==> config.mk <==
export PLATFORM = sky130hd
export DESIGN_NAME = mem_port_master_flat
export DESIGN_NICKNAME = d
export VERILOG_FILES = /design/src/rtl/mem_port_pkg.sv /design/src/rtl/mem_port_master_if.sv /design/src/rtl/mem_port_rsp_fifo.sv /design/src/rtl/mem_port_master.sv /design/src/flat_wrapper.sv
export SDC_FILE = /design/constraint.sdc
export NUM_CORES = 1
export LEC_CHECK = 0
export ABC_AREA = 1
export CAP_MARGIN = 0
export CORE_AREA = 8 8 112 114
export DETAILED_ROUTE_END_ITERATION = 7
export DIE_AREA = 0 0 120 122
export PLACE_DENSITY = 0.72
export SYNTH_ARGS = -nofsm -noshare
export SYNTH_HDL_FRONTEND = slang
export SYNTH_SLANG_ARGS = --single-unit
==> constraint.sdc <==
create_clock -name clock -period 2.6 [get_ports clock]
set_input_delay 0.26 -clock clock [delete_from_list [all_inputs] [get_ports clock]]
set_output_delay 0.26 -clock clock [all_outputs]
set_load 0.02 [all_outputs]
==> src/rtl/mem_port_pkg.sv <==
// Shared types and constants for the 16-bit x 1024-word SRAM port master and its helpers.
package mem_port_pkg;

  localparam int unsigned MEM_AW = 10;
  localparam int unsigned MEM_DW = 16;

  typedef logic [MEM_AW-1:0] mem_addr_t;
  typedef logic [MEM_DW-1:0] mem_data_t;

  typedef enum logic {
    MPM_INIT = 1'b0,
    MPM_RUN  = 1'b1
  } mpm_state_e;

  typedef struct packed {
    logic      write;
    mem_addr_t addr;
    mem_data_t wdata;
  } mem_req_t;

endpackage

==> src/rtl/mem_port_master_if.sv <==
// Request/response stream bundle between a requester (master) and mem_port_master (slave).
interface mem_port_master_if #(
  parameter int unsigned AW = mem_port_pkg::MEM_AW,
  parameter int unsigned DW = mem_port_pkg::MEM_DW
) ();

  logic          req_valid;
  logic          req_ready;
  logic          req_write;
  logic [AW-1:0] req_addr;
  logic [DW-1:0] req_wdata;
  logic          rsp_valid;
  logic          rsp_ready;
  logic [DW-1:0] rsp_rdata;

  modport master (
    output req_valid, req_write, req_addr, req_wdata, rsp_ready,
    input  req_ready, rsp_valid, rsp_rdata
  );

  modport slave (
    input  req_valid, req_write, req_addr, req_wdata, rsp_ready,
    output req_ready, rsp_valid, rsp_rdata
  );

endinterface

==> src/rtl/mem_port_rsp_fifo.sv <==
// Synchronous response FIFO; DEPTH must be a power of two. Empty head reads as zero.
module mem_port_rsp_fifo #(
  parameter int unsigned DEPTH = 4,
  parameter int unsigned DW    = 16
) (
  input  logic                     clk_i,
  input  logic                     rst_ni,
  input  logic                     push_i,
  input  logic [DW-1:0]            wdata_i,
  input  logic                     pop_i,
  output logic [DW-1:0]            rdata_o,
  output logic                     full_o,
  output logic                     empty_o,
  output logic [$clog2(DEPTH):0]   count_o
);

  localparam int unsigned PW = $clog2(DEPTH);
  localparam int unsigned CW = PW + 1;

  logic [DW-1:0] mem_q [DEPTH];
  logic [PW-1:0] wptr_q, wptr_d, rptr_q, rptr_d;
  logic [CW-1:0] count_q, count_d;
  logic          do_push, do_pop;

  assign do_pop  = pop_i && !empty_o;
  assign do_push = push_i && (!full_o || do_pop);

  always_comb begin
    wptr_d  = do_push ? wptr_q + PW'(1) : wptr_q;
    rptr_d  = do_pop  ? rptr_q + PW'(1) : rptr_q;
    count_d = count_q + CW'(do_push) - CW'(do_pop);
  end

  always_ff @(posedge clk_i) begin
    if (!rst_ni) begin
      wptr_q  <= '0;
      rptr_q  <= '0;
      count_q <= '0;
    end else begin
      wptr_q  <= wptr_d;
      rptr_q  <= rptr_d;
      count_q <= count_d;
    end
  end

  always_ff @(posedge clk_i) begin
    if (do_push) begin
      mem_q[wptr_q] <= wdata_i;
    end
  end

  assign full_o  = (count_q == CW'(DEPTH));
  assign empty_o = (count_q == '0);
  assign count_o = count_q;
  assign rdata_o = empty_o ? '0 : mem_q[rptr_q];

endmodule

==> src/rtl/mem_port_master.sv <==
// SRAM port initiator: valid/ready requests to registered strobes, in-order read return.
// Optional MEM_PORT_MASTER_STATS_EN adds saturating rd_count/wr_count outputs.
module mem_port_master
  import mem_port_pkg::*;
#(
  parameter int unsigned AW            = MEM_AW,
  parameter int unsigned DW            = MEM_DW,
  parameter int unsigned RD_LAT        = 1,
  parameter int unsigned RSP_DEPTH     = 4,
  parameter int unsigned INIT_ON_RESET = 1
) (
  input  logic             clock,
  input  logic             rst_n,
  mem_port_master_if.slave bus,
  output logic             init_done,
  output logic             chip_en,
  output logic             wr_en,
  output logic             rd_en,
  output logic [AW-1:0]    addr,
  output logic [DW-1:0]    wr_data,
  input  logic [DW-1:0]    rd_data
`ifdef MEM_PORT_MASTER_STATS_EN
  ,
  output logic [15:0]      rd_count,
  output logic [15:0]      wr_count
`endif
);

  localparam int unsigned CW = $clog2(RSP_DEPTH) + 1;
  localparam int unsigned OW = CW + 1;

  mpm_state_e        state_q, state_d;
  logic [AW:0]       init_cnt_q, init_cnt_d;
  logic              chip_en_q, chip_en_d, wr_en_q, wr_en_d, rd_en_q, rd_en_d;
  logic [AW-1:0]     addr_q, addr_d;
  logic [DW-1:0]     wr_data_q, wr_data_d;
  logic [RD_LAT-1:0] rd_pipe_q, rd_pipe_d;
  logic              init_done_q;
  logic [CW-1:0]     fifo_cnt;
  logic              fifo_full, fifo_empty;
  logic [OW-1:0]     outstanding;
  logic              accept, push, pop;

  assign accept = bus.req_valid && bus.req_ready;
  assign pop    = bus.rsp_valid && bus.rsp_ready;
  assign push   = rd_pipe_q[RD_LAT-1];

  // Credits cover the strobed read, every pipe stage and the FIFO, so a push never overflows.
  always_comb begin
    outstanding = OW'(fifo_cnt) + OW'(rd_en_q);
    for (int i = 0; i < int'(RD_LAT); i++) begin
      outstanding = outstanding + OW'(rd_pipe_q[i]);
    end
  end

  assign bus.req_ready = init_done_q && (outstanding < OW'(RSP_DEPTH));
  assign bus.rsp_valid = !fifo_empty;

  always_comb begin
    state_d    = state_q;
    init_cnt_d = init_cnt_q;
    chip_en_d  = 1'b0;
    wr_en_d    = 1'b0;
    rd_en_d    = 1'b0;
    addr_d     = addr_q;
    wr_data_d  = wr_data_q;
    unique case (state_q)
      MPM_INIT: begin
        // Top counter bit marks the last fill write already on the pins.
        if (!init_cnt_q[AW]) begin
          chip_en_d  = 1'b1;
          wr_en_d    = 1'b1;
          wr_data_d  = '0;
          addr_d     = init_cnt_q[AW-1:0];
          init_cnt_d = init_cnt_q + (AW+1)'(1);
        end else begin
          state_d = MPM_RUN;
        end
      end
      MPM_RUN: begin
        if (accept) begin
          chip_en_d = 1'b1;
          wr_en_d   = bus.req_write;
          rd_en_d   = !bus.req_write;
          addr_d    = bus.req_addr;
          if (bus.req_write) begin
            wr_data_d = bus.req_wdata;
          end
        end
      end
      default: state_d = MPM_RUN;
    endcase
  end

  assign rd_pipe_d = (rd_pipe_q << 1) | RD_LAT'(rd_en_q);

  always_ff @(posedge clock) begin
    if (!rst_n) begin
      state_q     <= (INIT_ON_RESET != 0) ? MPM_INIT : MPM_RUN;
      init_cnt_q  <= '0;
      chip_en_q   <= 1'b0;
      wr_en_q     <= 1'b0;
      rd_en_q     <= 1'b0;
      addr_q      <= '0;
      wr_data_q   <= '0;
      rd_pipe_q   <= '0;
      init_done_q <= 1'b0;
    end else begin
      state_q     <= state_d;
      init_cnt_q  <= init_cnt_d;
      chip_en_q   <= chip_en_d;
      wr_en_q     <= wr_en_d;
      rd_en_q     <= rd_en_d;
      addr_q      <= addr_d;
      wr_data_q   <= wr_data_d;
      rd_pipe_q   <= rd_pipe_d;
      init_done_q <= (state_d == MPM_RUN);
    end
  end

  assign init_done = init_done_q;
  assign chip_en   = chip_en_q;
  assign wr_en     = wr_en_q;
  assign rd_en     = rd_en_q;
  assign addr      = addr_q;
  assign wr_data   = wr_data_q;

  mem_port_rsp_fifo #(
    .DEPTH (RSP_DEPTH),
    .DW    (DW)
  ) u_rsp_fifo (
    .clk_i   (clock),
    .rst_ni  (rst_n),
    .push_i  (push),
    .wdata_i (rd_data),
    .pop_i   (pop),
    .rdata_o (bus.rsp_rdata),
    .full_o  (fifo_full),
    .empty_o (fifo_empty),
    .count_o (fifo_cnt)
  );

  a_no_overflow: assert property (@(posedge clock) disable iff (!rst_n)
                                  !(push && fifo_full && !pop));

`ifdef MEM_PORT_MASTER_STATS_EN
  logic [15:0] rd_count_q, wr_count_q;

  always_ff @(posedge clock) begin
    if (!rst_n) begin
      rd_count_q <= '0;
      wr_count_q <= '0;
    end else if (accept) begin
      if (bus.req_write && (wr_count_q != 16'hFFFF)) begin
        wr_count_q <= wr_count_q + 16'd1;
      end
      if (!bus.req_write && (rd_count_q != 16'hFFFF)) begin
        rd_count_q <= rd_count_q + 16'd1;
      end
    end
  end

  assign rd_count = rd_count_q;
  assign wr_count = wr_count_q;
`endif

endmodule

==> src/flat_wrapper.sv <==
// flat-port wrapper written by rule: the top's interface ports become plain ports
module mem_port_master_flat import mem_port_pkg::*;
#(
  parameter int unsigned AW            = MEM_AW,
  parameter int unsigned DW            = MEM_DW,
  parameter int unsigned RD_LAT        = 1,
  parameter int unsigned RSP_DEPTH     = 4,
  parameter int unsigned INIT_ON_RESET = 1
)
  (clock, rst_n, init_done, chip_en, wr_en, rd_en, addr, wr_data, rd_data, bus_req_valid, bus_req_write, bus_req_addr, bus_req_wdata, bus_rsp_ready, bus_req_ready, bus_rsp_valid, bus_rsp_rdata);
  mem_port_master_if #(.AW(AW), .DW(DW)) bus_i ();
  input  logic clock;
  input  logic rst_n;
  output logic init_done;
  output logic chip_en;
  output logic wr_en;
  output logic rd_en;
  output logic [AW-1:0] addr;
  output logic [DW-1:0] wr_data;
  input  logic [DW-1:0] rd_data;
  input wire logic [$bits(bus_i.req_valid)-1:0] bus_req_valid;
  input wire logic [$bits(bus_i.req_write)-1:0] bus_req_write;
  input wire logic [$bits(bus_i.req_addr)-1:0] bus_req_addr;
  input wire logic [$bits(bus_i.req_wdata)-1:0] bus_req_wdata;
  input wire logic [$bits(bus_i.rsp_ready)-1:0] bus_rsp_ready;
  output wire logic [$bits(bus_i.req_ready)-1:0] bus_req_ready;
  output wire logic [$bits(bus_i.rsp_valid)-1:0] bus_rsp_valid;
  output wire logic [$bits(bus_i.rsp_rdata)-1:0] bus_rsp_rdata;
  assign bus_i.req_valid = bus_req_valid;
  assign bus_i.req_write = bus_req_write;
  assign bus_i.req_addr = bus_req_addr;
  assign bus_i.req_wdata = bus_req_wdata;
  assign bus_i.rsp_ready = bus_rsp_ready;
  assign bus_req_ready = bus_i.req_ready;
  assign bus_rsp_valid = bus_i.rsp_valid;
  assign bus_rsp_rdata = bus_i.rsp_rdata;
  mem_port_master #(.AW(AW), .DW(DW), .RD_LAT(RD_LAT), .RSP_DEPTH(RSP_DEPTH), .INIT_ON_RESET(INIT_ON_RESET)) u_core (.clock(clock), .rst_n(rst_n), .bus(bus_i), .init_done(init_done), .chip_en(chip_en), .wr_en(wr_en), .rd_en(rd_en), .addr(addr), .wr_data(wr_data), .rd_data(rd_data));
endmodule
==> out/metrics.yaml <==
run_status:
  status: "finished clean"
timing:
  finClkSkew_ps: 8.643
  fmax_mhz: 403.0
  hold_viol: 0
  min_period_over_period_pct: 95.44
  worst_slack_ps: 118.6
  drv_slew: 0
  worst_pin_slew_ps: 780.8
  setup_viol_count_final: 0
  min_period_ps: 2481
  holdWs_ps: 332.8
  rsz0062_at_grt: "no"
  tns_ps: 0
  slew_headroom_pct: 47.89
power_and_ir_drop:
  pwr_density_cell_nw_per_um2: 863.5
  leakage_nw: 2.473
  irDropWorstVdd_mv: 0.4345
global_routing:
  grt_pass1_wl_um: 18040
  antenna_found_initial: 0
  grt_max_degree: 33
  grt-ovfl-total: 0
  grt.total_usage_pct: 15.52
  grt_pass1_vias: 3671
clock_network:
  clk_pin_slew_ps: 60
  clock-sinks: 115
  numCtsBuffers: 17
  cts_tree: "done"
  clk_path_buf_depth: 2
  clk_latency_ps: 510
  htreeDepth: 4
  root_buffer: "clkbuf_8"
  post_cts_buffers: 0
finish:
  layout.nets: 638
  area_delta_synth_final_pct: 36.70
  final_common_cell: "nor2_1"
  layout_common_cells: "nor2_1 (89), clkdlybuf4s50_1 (84), edfxtp_1 (64)"
  finish.utilization_pct: 60.99
  multi_input_area_um2: 1567
  fin_cells: 734
  n_antenna_cell: 0
  seqCellArea_um2: 2944
  fill_cells: 887
  drive_gt1_share_pct: 11.62
worst_setup_path:
  cp-start-kind: "register"
  arrival_ps: 2220
  cp.required_ps: 2340
  crit_fanout: 16
  reg2reg_from: "u_core.u_rsp_fifo.count_o[1]"
  setup.worst_path.end_class: "output pin"
  critPathKind: "register to output pin"
  cp-startpoint: "u_core.u_rsp_fifo.count_o[1]"
floorplan:
  die_h_um: 122
  core_um2: 10700
  dieWidth_um: 120
  io_pins: 95
  num_rows: 38
  initial_utilization_pct: 44.62
  fp.dieArea_um2: 14640
route:
  vias_per_cell: 5.038
  drt-initial-drc-count: 260
  final_antenna_net_count: 0
  vias: 3698
  wirelength_um: 10910
  dr.pass1.iters: 4
  drc_errors: 0
  post_drt_wl_per_cell_um: 14.86
yosys:
  synthArstFlopShare_pct: 0
  synth.distinct_cells: 30
  synth_flop_cell: "edfxtp_1"
  synth_edf_count: 64
  synth.net_count: 538
  synthCells: 481
  synth_seq_area_share_pct: 61.65
  synth.avg_cell_area_um2: 9.924
  mappedNetlistArea_um2: 4773
  yosys_warnings: 0
  ys_ff_latch: 115
placement:
  port_buffers: 94
  dp.final_hpwl_um: 7113
  gp_congestion: 0.7745
  pre_cts_slack_ps: 269.8
  dp_cells: 702
hold_path:
  hp-start: "bus_req_wdata[13]"
  hp-class: "input pin to register"
run:
  maxCapViolations: 0
==> where the power goes <==
group          total (W)  internal (W)  switching (W)  leakage [nW]
Combinational    0.00119      0.000499       0.000689          1.18
Clock            0.00244       0.00165       0.000789         0.303
Sequential       0.00201       0.00196      0.0000491         0.989
==> critical path: stages (launching register included) <==
cell and delay, ps:
dfxtp_1 420, nor2_1 90, nand2_1 90, clkinv_1 110
buf_4 220, a21oi_1 150, clkdlybuf4s50_1 630
==> stage by stage <==
stage | total power (W) | instance area, um2
global route | 0.005889 | 6525
detailed placement | 0.003252 | 5867
finish | 0.005635 | 6525
global placement | 0.003233 | 5867
floorplan | 0.002689 | 4773
CTS | 0.005712 | 6496
==> per-layer routing <==
metal | up-vias | GRT usage, % | share of wire, %
li1 | 1857 | - | -
met1 | 1709 | 18.44 | 44
met2 | 118 | 24.28 | 47
met3 | 14 | 7.265 | 8.4
met4 | 0 | 5.621 | 1.3
met5 | - | 0 | 0
==> area by class of cell <==
class	instances	share of cell area (%)
inverter	33	1.898
timing repair buffer	108	16.66
clock inverter	14	3.221
tap	140	2.685
clock buffer	18	6.405
multi-input combinational	306	24.01
sequential	115	45.12
==> what timing repair did <==
item	in CTS	in global routing
hold buffers	0	0
gates resized for setup	1	11
setup endpoints to repair	8	11
==> path summary, 6_finish.rpt <==
check,cells after the start,slack [ps],to
setup / recovery,6,120,bus_rsp_rdata[10]
hold / removal,3,330,u_core.wr_data[13]
setup reg to reg,10,550,u_core.u_rsp_fifo.count_o[2]
hold reg to reg,2,450,u_core.push
==> registers in the layout, summed over array words and instances, names as in the netlist, named ones only <==
signal and flops:
u_core.addr 10, u_core.chip_en 1, u_core.init_cnt_q 11, u_core.init_done 1
u_core.push 1, u_core.rd_en 1, u_core.u_rsp_fifo.count_o 3, u_core.u_rsp_fifo.mem_q 64
u_core.u_rsp_fifo.rptr_q 2, u_core.u_rsp_fifo.wptr_q 2, u_core.wr_data 16, u_core.wr_en 1
==> synthesized netlist by cell type (all sizes together), types with 2 or more instances <==
master,number,area share [%]
nand2,35,3.2
buf,14,1.9
nor2,101,8.9
dfxtp,51,21
a21oi,47,5.0
clkbuf,13,1.0
nand4,18,2.4
nor3,5,0.52
xor2,2,0.37
edfxtp,64,40
inv,32,2.5
ha,9,2.4
o21ai,61,6.4
nand3,23,2.7
==> cell families (layout without fill, tap and decap cells) <==
group           Yosys count  in the layout  share of synthesized area (%)
fa+ha+maj                10             10                          2.779
compound gates          108            108                          11.40
mux                       1              1                         0.2359
buf+inv                  60            173                          5.531
flops                   115            115                          61.65
simple gates            185            185                          18.03
xor+xnor                  2              2                         0.3670
Note: power is estimated with default switching activity, not from simulation.
==> variant: new RTL, config.mk and constraints unchanged <==
Set the package constant `MEM_AW` to 11 (it was 10).
--- a/src/rtl/mem_port_pkg.sv
+++ b/src/rtl/mem_port_pkg.sv
@@ -3,3 +3,3 @@
 
-  localparam int unsigned MEM_AW = 10;
+  localparam int unsigned MEM_AW = 11;
   localparam int unsigned MEM_DW = 16;
Interface: changed (resized addr and bus_req_addr); port bits go from 95 to 97. No check against the original RTL was run, so the function may have changed too.
==> variant against the unedited design <==
  * Setup slack better by 17 ps
  * Count of clock-buffer cells in the layout fell by 1
  * Hold slack better by 13 ps
  * Wire length is 2.1% higher
  * Synthesized area up 1.5%
  * Sequential cell count increased by 2
  * Global-route usage fell by 0.35 points
  * Design area is essentially flat
  * Total power fell by 5.8%
==> variant: results (changes against the unedited design) <==
* Multi-input comb cells at 321 (+4.9%)
* Wire per inst at 14.7 um (-0.86%)
* Total Routing Usage GR at 15.2% (-0.35 points)
* Slew HR at 51.5% (+3.6 points)
* Flop2flop setup slack at 440 ps (-110 ps)
* Vias after detailed routing at 3810 (+3.0%)
* Sequential share of the synthesized area at 61.6% (-0.097 points)
* Status: finished clean
* Non-clock buffers at 111 (+2.8%)
* Critical Path AT at 2200 ps (-20 ps)
* Buffering overhead at 16.8% (+0.11 points)
* HP Start: bus_req_wdata[8]
* Sw Share at 29.3% (+2.2 points)
* Met1 WL at 4700 um (-1.2%)
* Worst Hold End: u_core.wr_data[8]
* Fillcell total at 891 (+0.45%)
* Peak VDD IR at 0.439 mV (+1.1%)
* P_leak at 2.38 nW (-3.6%)
* Multi-input combinational area share at 24.4% (+0.42 points)
* Sequential cell area share at 45.7% (+0.63 points)
* Post-Route WL at 11100 um (+2.1%)
* Met3 wire len at 933 um (+1.6%)
* R2R depth at 11 (+1)
* Unique masters post-synth at 29 (-3.3%)
* RD Place Congestion at 0.836 (+7.9%)
* First-pass GRT wire length at 18200 um (+0.84%)
* Fraction of layout cells with a size suffix above 1 at 9.09% (-2.5 points)
* Top cells by instance count after synthesis: nor2_1, edfxtp_1, o21ai_0
* Number of non-clock inverters in the layout at 35 (+6.1%)
* #FFs+latches synth at 117 (+1.7%)
* CP Capture Point: bus_rsp_rdata[3]
* # port buffers at 96 (+2.1%)
==> variant: cell count changes after synthesis, sizes merged, moves of 2 or more <==
cell   before  now
nor3        5   10
nand4      18   16
nor2      101  105
nand2      35   43
dfxtp      51   53
==> variant: worst min-delay path: stages <==
cell             delay [ps]
clkdlybuf4s50_1         400
nand4_1                  80
a21oi_1                  60
==> variant: logic make-up after synthesis <==
| logic type | count (synthesis) | synth area share (%) |
|---|---|---|
| adder cells (fa/ha/maj) | 10 | 2.74 |
| AO/OA/AOI/OAI | 110 | 11.4 |
| buffers and inverters | 62 | 5.58 |
| AND/OR/NAND/NOR | 198 | 18.2 |
| XOR/XNOR | 3 | 0.542 |
| flip-flops | 117 | 61.6 |
==> variant: metrics by stage <==
| stage | setup slack, ps | power (W) | instance area [um^2] |
|---|---|---|---|
| 3_5_place_dp | 202 | 0.00327 | 5960 |
| 6_report | 135 | 0.00531 | 6520 |
| 3_3_place_gp | 298 | 0.00324 | 5960 |
| 2_1_floorplan | 419 | 0.00272 | 4850 |
| 4_1_cts | 59.8 | 0.00537 | 6500 |
| 5_1_grt | -8.74 | 0.00554 | 6520 |
==> variant: power by group through the flow <==
stage	combinational, W	sequential (W)	clock (W)
finish	0.00118	0.00203	0.00209
global route	0.00129	0.00203	0.00221
CTS	0.00121	0.00203	0.00213
detailed placement	0.00121	0.00207	0
global placement	0.00118	0.00206	0
floorplan	0.000662	0.00206	0
==> variant: layer usage <==
layer / up-vias / track usage (%)
met2: 108 / 25.9
met3: 9 / 6.89
li1: 1915 / -
met5: - / 0
met4: 0 / 2.97
met1: 1778 / 17.3
